[src/rtl/if_id_stage_if.sv]
// Bus bundle between fetch, the IF/ID register and decode.
// The stage itself takes the slave view; the fetch/decode environment takes the master view.
interface if_id_stage_if #(
  parameter int XLEN = 32
);
  logic            flush;
  logic            if_valid;
  logic            if_ready;
  logic [XLEN-1:0] if_pc;
  logic [31:0]     if_instr;
  logic            id_valid;
  logic            id_ready;
  logic [XLEN-1:0] id_pc;
  logic [XLEN-1:0] id_pc_plus4;
  logic [31:0]     id_instr;

  modport master (
    output flush, if_valid, if_pc, if_instr, id_ready,
    input  if_ready, id_valid, id_pc, id_pc_plus4, id_instr
  );

  modport slave (
    input  flush, if_valid, if_pc, if_instr, id_ready,
    output if_ready, id_valid, id_pc, id_pc_plus4, id_instr
  );
endinterface

[src/rtl/if_id_stage.sv]
// IF/ID pipeline register with a 2-entry skid buffer (main + skid).
// if_ready comes straight from a flop, so decode stalls never reach fetch combinationally.
// The main register always holds the oldest beat and drives the decode outputs.
module if_id_stage #(
  parameter int          XLEN      = 32,
  parameter logic [31:0] NOP_INSTR = 32'h00000013
) (
  input  logic          clk,
  input  logic          rst_n,
  if_id_stage_if.slave  bus
);

  localparam logic [1:0] ST_EMPTY = 2'd0;
  localparam logic [1:0] ST_ONE   = 2'd1;
  localparam logic [1:0] ST_FULL  = 2'd2;

  logic [1:0]      state_reg;
  logic [1:0]      state_next;
  logic            if_ready_reg;
  logic            if_ready_next;
  logic [XLEN-1:0] main_pc_reg;
  logic [31:0]     main_instr_reg;
  logic [XLEN-1:0] skid_pc_reg;
  logic [31:0]     skid_instr_reg;

  logic            id_valid_w;
  logic            in_fire;
  logic            out_fire;
  logic            load_main_in;
  logic            load_main_skid;
  logic            load_skid;

  assign id_valid_w = (state_reg != ST_EMPTY);
  assign in_fire    = bus.if_valid & if_ready_reg;
  assign out_fire   = id_valid_w & bus.id_ready;

  // Next-state and register-load selection; flush wins over every handshake.
  always_comb begin
    state_next     = state_reg;
    load_main_in   = 1'b0;
    load_main_skid = 1'b0;
    load_skid      = 1'b0;
    if (bus.flush) begin
      state_next = ST_EMPTY;
    end else begin
      case (state_reg)
        ST_EMPTY: begin
          if (in_fire) begin
            load_main_in = 1'b1;
            state_next   = ST_ONE;
          end
        end
        ST_ONE: begin
          if (in_fire && out_fire) begin
            load_main_in = 1'b1;
          end else if (in_fire) begin
            load_skid  = 1'b1;
            state_next = ST_FULL;
          end else if (out_fire) begin
            state_next = ST_EMPTY;
          end
        end
        ST_FULL: begin
          // if_ready is low here, so only the drain side can move.
          if (out_fire) begin
            load_main_skid = 1'b1;
            state_next     = ST_ONE;
          end
        end
        default: begin
          state_next = ST_EMPTY;
        end
      endcase
    end
    if_ready_next = (state_next != ST_FULL);
  end

  // Occupancy state and the registered ready toward fetch.
  always_ff @(posedge clk or negedge rst_n) begin
    if (!rst_n) begin
      state_reg    <= ST_EMPTY;
      if_ready_reg <= 1'b1;
    end else begin
      state_reg    <= state_next;
      if_ready_reg <= if_ready_next;
    end
  end

  // Main register: takes the incoming beat directly or the promoted skid beat.
  always_ff @(posedge clk or negedge rst_n) begin
    if (!rst_n) begin
      main_pc_reg    <= '0;
      main_instr_reg <= NOP_INSTR;
    end else if (load_main_in) begin
      main_pc_reg    <= bus.if_pc;
      main_instr_reg <= bus.if_instr;
    end else if (load_main_skid) begin
      main_pc_reg    <= skid_pc_reg;
      main_instr_reg <= skid_instr_reg;
    end
  end

  // Skid register: catches the beat accepted while decode is stalled on the main beat.
  always_ff @(posedge clk or negedge rst_n) begin
    if (!rst_n) begin
      skid_pc_reg    <= '0;
      skid_instr_reg <= NOP_INSTR;
    end else if (load_skid) begin
      skid_pc_reg    <= bus.if_pc;
      skid_instr_reg <= bus.if_instr;
    end
  end

  // Decode-side outputs are forced to a bubble whenever no beat is held, hiding stale data.
  assign bus.if_ready    = if_ready_reg;
  assign bus.id_valid    = id_valid_w;
  assign bus.id_pc       = id_valid_w ? main_pc_reg : '0;
  assign bus.id_pc_plus4 = id_valid_w ? (main_pc_reg + XLEN'(4)) : '0;
  assign bus.id_instr    = id_valid_w ? main_instr_reg : NOP_INSTR;

endmodule

[src/flat_wrapper.sv]
// flat-port wrapper written by rule: the top's interface ports become plain ports
module if_id_stage_flat 
#(
  parameter int          XLEN      = 32,
  parameter logic [31:0] NOP_INSTR = 32'h00000013
)
  (clk, rst_n, bus_flush, bus_if_valid, bus_if_pc, bus_if_instr, bus_id_ready, bus_if_ready, bus_id_valid, bus_id_pc, bus_id_pc_plus4, bus_id_instr);
  if_id_stage_if #(.XLEN(XLEN)) bus_i ();
  input  logic clk;
  input  logic rst_n;
  input wire logic [$bits(bus_i.flush)-1:0] bus_flush;
  input wire logic [$bits(bus_i.if_valid)-1:0] bus_if_valid;
  input wire logic [$bits(bus_i.if_pc)-1:0] bus_if_pc;
  input wire logic [$bits(bus_i.if_instr)-1:0] bus_if_instr;
  input wire logic [$bits(bus_i.id_ready)-1:0] bus_id_ready;
  output wire logic [$bits(bus_i.if_ready)-1:0] bus_if_ready;
  output wire logic [$bits(bus_i.id_valid)-1:0] bus_id_valid;
  output wire logic [$bits(bus_i.id_pc)-1:0] bus_id_pc;
  output wire logic [$bits(bus_i.id_pc_plus4)-1:0] bus_id_pc_plus4;
  output wire logic [$bits(bus_i.id_instr)-1:0] bus_id_instr;
  assign bus_i.flush = bus_flush;
  assign bus_i.if_valid = bus_if_valid;
  assign bus_i.if_pc = bus_if_pc;
  assign bus_i.if_instr = bus_if_instr;
  assign bus_i.id_ready = bus_id_ready;
  assign bus_if_ready = bus_i.if_ready;
  assign bus_id_valid = bus_i.id_valid;
  assign bus_id_pc = bus_i.id_pc;
  assign bus_id_pc_plus4 = bus_i.id_pc_plus4;
  assign bus_id_instr = bus_i.id_instr;
  if_id_stage #(.XLEN(XLEN), .NOP_INSTR(NOP_INSTR)) u_core (.clk(clk), .rst_n(rst_n), .bus(bus_i));
endmodule
[config.mk]
export PLATFORM = sky130hd
export DESIGN_NAME = if_id_stage_flat
export DESIGN_NICKNAME = d
export VERILOG_FILES = /design/src/rtl/if_id_stage_if.sv /design/src/rtl/if_id_stage.sv /design/src/flat_wrapper.sv
export SDC_FILE = /design/constraint.sdc
export NUM_CORES = 1
export LEC_CHECK = 0
export BUFFER_PORTS_ARGS = -buffer_cell sky130_fd_sc_hd__buf_2
export CORE_AREA = 2 2 160 99
export CTS_CLUSTER_DIAMETER = 200
export CTS_CLUSTER_SIZE = 8
export DETAILED_ROUTE_END_ITERATION = 6
export DIE_AREA = 0 0 162 101
export PLACE_DENSITY = 0.82
export SLEW_MARGIN = 40
export SYNTH_ARGS = -nofsm -noshare
export SYNTH_HDL_FRONTEND = slang
export SYNTH_SLANG_ARGS = --single-unit
[constraint.sdc]
create_clock -name clk -period 2 [get_ports clk]
set_input_delay 0.3 -clock clk [delete_from_list [all_inputs] [get_ports clk]]
set_output_delay 0.3 -clock clk [all_outputs]
set_load 0.02 [all_outputs]
==> metrics.md <==
| Metric | Value |
|---|---|
| WP buf/inv | `3` |
| Hold_ws | `0.124 ns` |
| DR pass1 iterations | `4` |
| Async set-or-reset flop fraction in the synthesized netlist | `100%` |
| Setup crit end kind | `output pin` |
| Pin slew with the least headroom to its limit | `0.415 ns` |
| Vias in the first global route | `5431` |
| Initial Utilization | `44.2%` |
| Worst slew margin relative to its limit | `around 72%` |
| Most frequent cells in the layout | `buf_2, dfrtp_1, nor2_1, a21oi_1, buf_4` |
| R2R Setup Slk | `0.13 ns` |
| Number of synthesis warnings | `0` |
| DP Wirelength | `between 10 and 15 mm` |
| Fin area | `9430 µm²` |
| Syn Nets | `about 700` |
| Crit path cell chain | `nand4_1, buf_4, or3_4, buf_4, nor3_4, mux2_4, buf_2` |
| CTS buffer count | `17` |
| Bufs on Longest Clock Path | `2` |
| Ratio of cells with drive above 1 in the final layout | `46.4%` |
| Placement Setup Slack | `-0.260 ns` |
| Core area | `15000 µm²` |
| Vias per inst | `~5.2` |
| Worst vdd ir | `approximately 0.58 mV` |
| Arrival @ worst endpoint | `2.33 ns` |
| CTS tree | `done` |
| Nets@finish | `923` |
| ANT nets after route | `0` |
| CP startpoint kind | `flip-flop` |
| FP Rows | `35` |
| Hold path cells | `2` |
| Synth cell types | `40` |
| Seq. cell area | `3290 µm²` |
| R2R Path Start | `u_core.state_reg[0]` |
| Pwr dens | `1050 nW/µm²` |
| GRT overflow | `0` |
| RR Endpoint | `u_core.main_pc_reg[5]` |
| First-pass GRT wire length | `28.1 mm` |
| Max-Cap Viols | `0` |
| Area grow syn2layout | `42.4%` |
| Failing checks | `setup timing` |
| CP delay by family, top | `simple AND/OR/NAND/NOR gates` |
| Worst clock skew | `about 0.0074 ns` |
| Final hold viol count | `0` |
| Syn Area/Cell | `10.5 µm²` |
| Die Height | `101 µm` |
| Drt total wl | `18.0 mm` |
| Clk root buf | `clkbuf_16` |
| Critical path class | `flip-flop to output pin` |
| Finish-stage setup viols | `25` |
| RSZ-0062 raised after global routing | `yes` |
| Synthesized flop and latch total | `between 100 and 150` |
| Via count | `5559` |
| Post-synth EDFFs | `0` |
| Die width | `approximately 160 µm` |
| Worst skew pair latency | `0.41 ns` |
| Leading cell type in the layout, fill and taps excluded | `buf_2` |
| Max-slew violation count | `0` |
| Routability cong. | `0.917` |
| PortBufs | `166` |
| H-tree levels | `4` |
| Post-Syn Area | `6620 µm²` |
| Worst hold path class | `input pin to flip-flop` |
| PnR worst setup slack | `-0.632 ns` |
| Die area | `16400 µm²` |
| Crit Path Max Fanout | `8` |
| Outcome | `finished with violations` |
| Final Core Density | `63.0%` |
| CP max stage cell | `or3_4` |
| Area taken by multi-input logic gates | `between 3000 and 4000 µm²` |
| Largest net degree at the start of global routing | `67` |
| Hold Crit Endpoint | `u_core.state_reg[0]` |
| Initial antenna violation count | `1` |
| Placed inst area | `8200 µm²` |
| Crit share post-route | `132%` |
| Remaining DRCs | `0` |
| Worst path max stage delay | `between 0.4 and 0.5 ns` |
| Register-to-Register Path Depth | `5` |
| CP dominant cell by count | `buf_4` |
| Iter 0 DRT Violations | `roughly 370` |
| Worst-path clk slew | `0.06 ns` |
| Fillcell total | `1202` |
| Top_reg_cell synth | `dfrtp_1` |
| Period minus WS final | `2.63 ns` |
| Mapped Cells | `around 630` |
| Worst Hold Launch | `bus_flush` |
| Routed len/inst | `roughly 17 µm` |
| Gr usage total | `21.9%` |
| Leak Pwr | `4.34 nW` |
| Post-synthesis sequential area ratio | `49.6%` |
| Req. time, crit path | `roughly 1.7 ns` |
| Clock sink count | `around 130` |
| Fmax | `380 MHz` |
| Top Ports | `167` |
timing repair:
action,CTS,global route
gates resized for setup,60,43
setup endpoints to repair,25,67
hold buffers,1,0
pin swaps,18,29
hold endpoints to repair,39,0
buffers inserted,8,16
per-layer routing:
metal	vias to the layer above	routed length, µm	GRT usage (%)	share of wire (%)
met5	-	7	0	0.039
met4	2	224	5.99	1.2
met3	24	1350	6.25	7.5
met2	197	8280	35.5	46
met1	2717	8170	28.9	45
li1	2619	-	-	-
through the flow:
step	instances	TNS, ns	power, mW
after floorplan	632	-0.523	5.17
after global placement	1019	-1.29	6.10
after detailed placement	1019	-1.90	6.18
after CTS	1060	-9.32	9.79
after global routing	1069	-12.53	10.4
final	1070	-10.79	9.90
layout make-up:
class | count | area share, %
repair buffers | 245 | 18.0
flip-flops and latches | 131 | 34.9
clock buffers | 21 | 5.09
diodes | 1 | 0.0265
inverters | 8 | 0.318
multi-input cells | 450 | 37.2
well taps | 203 | 2.69
clock inverters | 11 | 1.86
worst max path at each step:
stage                                       from             endpoint  slack, ns  depth (start not counted)
after floorplan            u_core.main_pc_reg[2]  bus_id_pc_plus4[28]      -0.11                          6
after global placement     u_core.main_pc_reg[3]  bus_id_pc_plus4[28]      -0.20                          6
after detailed placement   u_core.main_pc_reg[2]  bus_id_pc_plus4[28]      -0.26                          6
after CTS                 u_core.main_pc_reg[10]  bus_id_pc_plus4[31]      -0.58                          6
after global routing       u_core.main_pc_reg[9]  bus_id_pc_plus4[24]      -0.70                          7
final                      u_core.main_pc_reg[9]  bus_id_pc_plus4[24]      -0.63                          7
kinds of logic after synthesis:
family / Yosys count / synth area share, %
xor+xnor: 11 / 1.45
fa+ha+maj: 1 / 0.189
mux: 136 / 22.0
flops: 131 / 49.6
buf+inv: 51 / 3.46
simple gates: 219 / 16.8
compound gates: 83 / 6.52
synth_stat cells, types with 4 or more instances:
library cell | instances | area [µm²]
a21oi_1 | 74 | 370
and2_1 | 59 | 369
buf_2 | 6 | 30.0
clkbuf_1 | 31 | 116
dfrtp_1 | 124 | 3100
dfstp_2 | 7 | 184
inv_1 | 8 | 30.0
mux2_2 | 75 | 845
mux2i_1 | 61 | 611
nand2_1 | 9 | 33.8
nand3_1 | 8 | 40.0
nand4_1 | 4 | 25.0
nor2_1 | 102 | 383
nor3_1 | 9 | 45.0
nor4_1 | 6 | 37.5
or3_1 | 4 | 25.0
xnor2_1 | 8 | 70.1
where the power goes:
| part | switching, mW | internal [mW] |
|---|---|---|
| combinational | 1.48 | 1.36 |
| clock | 1.16 | 2.23 |
| sequential | 0.351 | 3.32 |
No activity file was read; power rests on OpenSTA's default activity.
